[src/rtl/permutation_driver_pkg.sv]
// rtl/permutation_driver_pkg.sv - shared state encoding and width helper for the permutation driver
package permutation_driver_pkg;

   typedef enum logic [2:0] {
      LOAD    = 3'd0,
      START   = 3'd1,
      WAIT_LO = 3'd2,
      WAIT_HI = 3'd3,
      SEND    = 3'd4
   } state_e;

   // Bits needed to hold values 0..value-1 (at least 1).
   function automatic int clog2(input int value);
      int r;
      r = 0;
      for (int v = value - 1; v > 0; v = v >> 1) begin
         r++;
      end
      if (r == 0) begin
         r = 1;
      end
      return r;
   endfunction

endpackage

[src/rtl/permutation_driver_counter.sv]
// rtl/permutation_driver_counter.sv - mod-N word index with clear, enable and last-word flag
module perm_word_counter
   import permutation_driver_pkg::*;
#(
   parameter int N = 4,
   parameter int W = clog2(N)
) (
   input  logic         clk_i,
   input  logic         rst_i,
   input  logic         clr_i,
   input  logic         en_i,
   output logic [W-1:0] idx_o,
   output logic         last_o
);

   logic [W-1:0] idx_q;
   logic [W-1:0] idx_d;

   assign last_o = (idx_q == W'(N - 1));
   assign idx_o  = idx_q;

   // Wrap is explicit so non-power-of-two N never walks past the last word.
   always_comb begin
      idx_d = idx_q;
      if (clr_i) begin
         idx_d = '0;
      end else if (en_i) begin
         idx_d = last_o ? '0 : idx_q + 1'b1;
      end
   end

   always_ff @(posedge clk_i or posedge rst_i) begin
      if (rst_i) begin
         idx_q <= '0;
      end else begin
         idx_q <= idx_d;
      end
   end

endmodule

[src/rtl/permutation_driver.sv]
// rtl/permutation_driver.sv - collects a block, starts the permutation engine, streams back its result
module permutation_driver
   import permutation_driver_pkg::*;
#(
   parameter int WORD_W  = 8,
   parameter int NWORDS  = 4,
   parameter int TIMEOUT = 255
) (
   input  logic                     clk,
   input  logic                     rst,
   input  logic [WORD_W-1:0]        inData,
   input  logic                     inValid,
   output logic                     inReady,
   output logic                     permStart,
   input  logic                     permReady,
   output logic [WORD_W*NWORDS-1:0] permDin,
   input  logic [WORD_W*NWORDS-1:0] permDout,
   output logic [WORD_W-1:0]        outData,
   output logic                     outValid,
   input  logic                     outReady,
   output logic                     busy,
   output logic                     err
);

   localparam int IDX_W  = clog2(NWORDS);
   localparam int WD_W   = clog2(TIMEOUT + 1);
   localparam int DATA_W = WORD_W * NWORDS;

   state_e             state_q, state_d;
   logic [WD_W-1:0]    wd_q, wd_d, wd_inc;
   logic [DATA_W-1:0]  in_buf_q, in_buf_d;
   logic [DATA_W-1:0]  out_buf_q, out_buf_d;
   logic               err_q, err_d;
   logic [IDX_W-1:0]   idx;
   logic               idx_last;
   logic               cnt_en;
   logic               cnt_clr;

   // One index serves both collection and streaming; the two phases never overlap.
   perm_word_counter #(
      .N (NWORDS),
      .W (IDX_W)
   ) u_idx (
      .clk_i  (clk),
      .rst_i  (rst),
      .clr_i  (cnt_clr),
      .en_i   (cnt_en),
      .idx_o  (idx),
      .last_o (idx_last)
   );

   assign wd_inc = (wd_q == WD_W'(TIMEOUT)) ? wd_q : wd_q + 1'b1;

   always_comb begin
      state_d   = state_q;
      wd_d      = wd_q;
      in_buf_d  = in_buf_q;
      out_buf_d = out_buf_q;
      err_d     = err_q;
      cnt_en    = 1'b0;
      cnt_clr   = 1'b0;
      case (state_q)
         LOAD: begin
            if (inValid) begin
               in_buf_d[idx*WORD_W +: WORD_W] = inData;
               cnt_en = 1'b1;
               if (idx == '0) begin
                  err_d = 1'b0;
               end
               if (idx_last) begin
                  state_d = START;
               end
            end
         end
         START: begin
            wd_d    = '0;
            state_d = WAIT_LO;
         end
         WAIT_LO, WAIT_HI: begin
            // Completion is only a low-then-high sequence; a high level in WAIT_LO is not done.
            if (state_q == WAIT_LO && !permReady) begin
               state_d = WAIT_HI;
            end else if (state_q == WAIT_HI && permReady) begin
               out_buf_d = permDout;
               state_d   = SEND;
            end else begin
               wd_d = wd_inc;
               if (wd_inc == WD_W'(TIMEOUT)) begin
                  err_d   = 1'b1;
                  cnt_clr = 1'b1;
                  state_d = LOAD;
               end
            end
         end
         SEND: begin
            if (outReady) begin
               cnt_en = 1'b1;
               if (idx_last) begin
                  state_d = LOAD;
               end
            end
         end
         default: begin
            cnt_clr = 1'b1;
            state_d = LOAD;
         end
      endcase
   end

   always_ff @(posedge clk or posedge rst) begin
      if (rst) begin
         state_q   <= LOAD;
         wd_q      <= '0;
         in_buf_q  <= '0;
         out_buf_q <= '0;
         err_q     <= 1'b0;
      end else begin
         state_q   <= state_d;
         wd_q      <= wd_d;
         in_buf_q  <= in_buf_d;
         out_buf_q <= out_buf_d;
         err_q     <= err_d;
      end
   end

   assign inReady   = (state_q == LOAD);
   assign permStart = (state_q == START);
   assign outValid  = (state_q == SEND);
   assign busy      = (state_q != LOAD);
   assign err       = err_q;
   assign permDin   = in_buf_q;
   assign outData   = (state_q == SEND) ? out_buf_q[idx*WORD_W +: WORD_W] : '0;

endmodule

[config.mk]
export PLATFORM = sky130hd
export DESIGN_NAME = permutation_driver
export DESIGN_NICKNAME = d
export VERILOG_FILES = /design/src/rtl/permutation_driver_pkg.sv /design/src/rtl/permutation_driver_counter.sv /design/src/rtl/permutation_driver.sv
export SDC_FILE = /design/constraint.sdc
export NUM_CORES = 1
export LEC_CHECK = 0
export BUFFER_PORTS_ARGS = -buffer_cell sky130_fd_sc_hd__buf_2
export CORE_MARGIN = 4
export CORE_UTILIZATION = 38
export CTS_CLUSTER_SIZE = 24
export DETAILED_ROUTE_END_ITERATION = 12
export PLACE_DENSITY = 0.69
export SLEW_MARGIN = 10
export SYNTH_ARGS = -nofsm -noshare
export SYNTH_HDL_FRONTEND = slang
export SYNTH_SLANG_ARGS = --single-unit
export TNS_END_PERCENT = 50
[constraint.sdc]
create_clock -name clk -period 2.5 [get_ports clk]
set_clock_uncertainty 0.1 [all_clocks]
set_input_delay 0.25 -clock clk [delete_from_list [all_inputs] [get_ports clk]]
set_output_delay 0.25 -clock clk [all_outputs]
set_load 0.05 [all_outputs]
==> metrics <==
Max Clock Freq=around 0.44 GHz; setup violators final=0; Sum Neg Setup Slack=0 ps; Worst Path Arrival=1910 ps; first-pass GRT wire length=about 14 mm; WL/cell=14.79 um; # rows=35; post-DR vias/cell=4.969; Commonest cells post-synth=78 x dfrtp_1, 78 x nand2_1, 41 x o21ai_0; Hold Crit Class=in -> reg; share of layout cells above drive strength 1=35.48%; Reg area=1952 um2; clk_lat worst skew=340 ps; EDFF count, synth=0; Post-Syn Area=3736 um2; Leak=0.002134 uW; Core Box Area=9415 um2; status=finished, final reports clean; Mean Syn Cell Area=around 11 um2; Reg clk slew, reported paths=around 80 ps; total power=5593 uW; Final Wtd Congestion=0.9108; share of synthesized registers carrying an async set or reset=100.0%; CP max-delay cell=dfrtp_1; part of the power in registers=37.6%; drt drc=0; Critical Path Sink=outData[7]; Comb pwr share=between 40 and 50%; CP cell instances=buf_12, mux4_2, and3_1, buf_2; CTS root buf=clkbuf_8; minimum clock period=2261 ps; Mapped Nets=between 400 and 500; clock network fraction of total power=roughly 15%; First-pass DRT Iterations=6; sw power=2440 uW; Worst Setup Path Type=reg -> out; final worst setup slack=238.7 ps; initial antenna violation count=0; met2 wire len=between 3 and 4 mm; top layer in use=met4; worst setup path startpoint=u_idx.idx_o[0]$_DFFE_PP0P_; Final period util=about nine tenths; max-slew violations=0; Worst Setup Slack post-DPL=261.7 ps; Worst slew margin=52.73%; ANT nets after route=0; Syn-to-layout area delta=20.76%; Synth cell types=41; CP endpoint kind=primary output; Die Span Y=107.2 um; VDD IR max=0.4697 mV; Die Span X=107.2 um; Least-Margin Pin Slew=708.0 ps; Setup crit start kind=flop; routed vias=2882; Reg2Reg Depth=6; Layout Nets=about 500; DR iter-0 viols=~130; multi-input logic area=around 1700 um2; Crit path required time=2150 ps; fill count=916; final hold vios=0; CTS H-tree lvls=3; share of the synthesized area in the top cell type=52.24%; Most used DFF post-synth=dfrtp_1; CTS sink count=78; gr ovfl total=0; Setup Fix Bufs, Post-CTS=0; Switching Share=43.63%; Yosys top cell by area=dfrtp_1; initial core utilization=39.68%; met3 wire len=747 um; r2r setup slk=240 ps; Overall Global Routing Usage=15.44%; TritonCTS clock tree=done; yosys warns=0; worst r2r src=wd_q[0]$_DFFE_PP0P_; Mapped Cells=~360; reg2reg end=state_q[0]$_DFFE_PP0P_; Port Buf Inserts=89; cts hold-fix bufs=1; post-synthesis register bit count=78; RSZ-0062 raised after global routing=no; die area=11480 um2; top post-synthesis cells by area=dfrtp_1 52%, mux2_2 9.6%, nand2_1 7.8%; largest net degree at the start of global routing=35; diodes inserted=0; cell internal pwr=3153 uW; pwr/cell area=1240 nW/um2; Max stage delay on crit path=490 ps; cts repair resizes=0; maxcap violations=0; worst-case clock buffer depth=2; vias in the first global route=2874; wl on met1=approximately 4.0 mm; DP HPWL=6.340 mm; Seq/Total Area, Yosys=52.24%; clock buffers created by TritonCTS=9; Ports=90; Max FO, Critical Path=11; drt total wl=8.578 mm
-- area by class of cell --
cell class | instances | area share (%)
multi-input cells | 249 | 36.69
repair buffers | 100 | 12.04
clock inverters | 3 | 0.4714
flip-flops and latches | 78 | 43.26
inverters | 9 | 0.7488
well taps | 129 | 3.577
clock buffers | 12 | 3.217
-- metrics by stage --
step / util (%) / instances / hold WS (ps) / instance area, um2
2_1_floorplan: - / 355 / 286.0 / 3736
3_3_place_gp: 46.05 / 564 / 297.4 / 4335
3_5_place_dp: 46.05 / 564 / 316.7 / 4335
4_1_cts: 47.92 / 580 / 18.60 / 4512
5_1_grt: 47.92 / 580 / 15.63 / 4512
6_report: 47.92 / 580 / 34.71 / 4512
-- flip-flops by register name, indices dropped and copies added (netlist names) --
signal / cells
err: 1
wd_q: 8
state_q: 3
out_buf_q: 32
u_idx.idx_o: 2
permDin: 32
-- critical path: cells and delay by family (launching register included) --
kind | cells | cell delay, ps
buffers and inverters | 2 | 400
DFF | 1 | 490
muxes | 1 | 490
and+or+nand+nor | 1 | 200
-- cells by family (layout without fill, tap and decap cells) --
kind of cell | after synthesis | after routing | synth area share, %
xor+xnor | 2 | 2 | 0.4689
compound gates | 68 | 68 | 10.28
flops | 78 | 78 | 52.24
mux | 44 | 44 | 15.54
simple gates | 128 | 128 | 15.67
buf+inv | 28 | 124 | 3.449
fa+ha+maj | 7 | 7 | 2.344
-- routing by layer --
| metal | vias up | global-route usage, % |
|---|---|---|
| met3 | 16 | 4.937 |
| met1 | 1352 | 21.11 |
| met5 | - | 0 |
| met2 | 102 | 22.65 |
| met4 | 0 | 6.210 |
| li1 | 1412 | - |
-- cells in the final DEF, fill, tap and decap left out, drive strengths merged, types with 8 or more instances in the layout --
cell,count
buf,99
inv,9
mux2,32
a21oi,12
dfrtp,78
o21ai,41
nor2,11
nand2,78
clkbuf,12
mux4,8
and3,9
-- how the worst min path moves through the flow --
stage,start,to,cells after the start
floorplan,inData[0],permDin[0]$_DFFE_PP0P_,2
global placement,rst,permDin[12]$_DFFE_PP0P_,2
detailed placement,rst,permDin[14]$_DFFE_PP0P_,2
CTS,permDout[21],out_buf_q[21]$_DFFE_PP0P_,2
global route,permDout[13],out_buf_q[13]$_DFFE_PP0P_,2
finish,permDout[13],out_buf_q[13]$_DFFE_PP0P_,2
-- power by group through the flow --
| stage | clock network, uW | logic, uW | registers, uW |
|---|---|---|---|
| 2_1_floorplan | 0 | 1550 | 2560 |
| 3_3_place_gp | 0 | 2610 | 2100 |
| 3_5_place_dp | 0 | 2670 | 2130 |
| 4_1_cts | 857 | 2680 | 2110 |
| 5_1_grt | 912 | 2900 | 2170 |
| 6_report | 832 | 2660 | 2100 |
(Power assumes the default switching activity.)
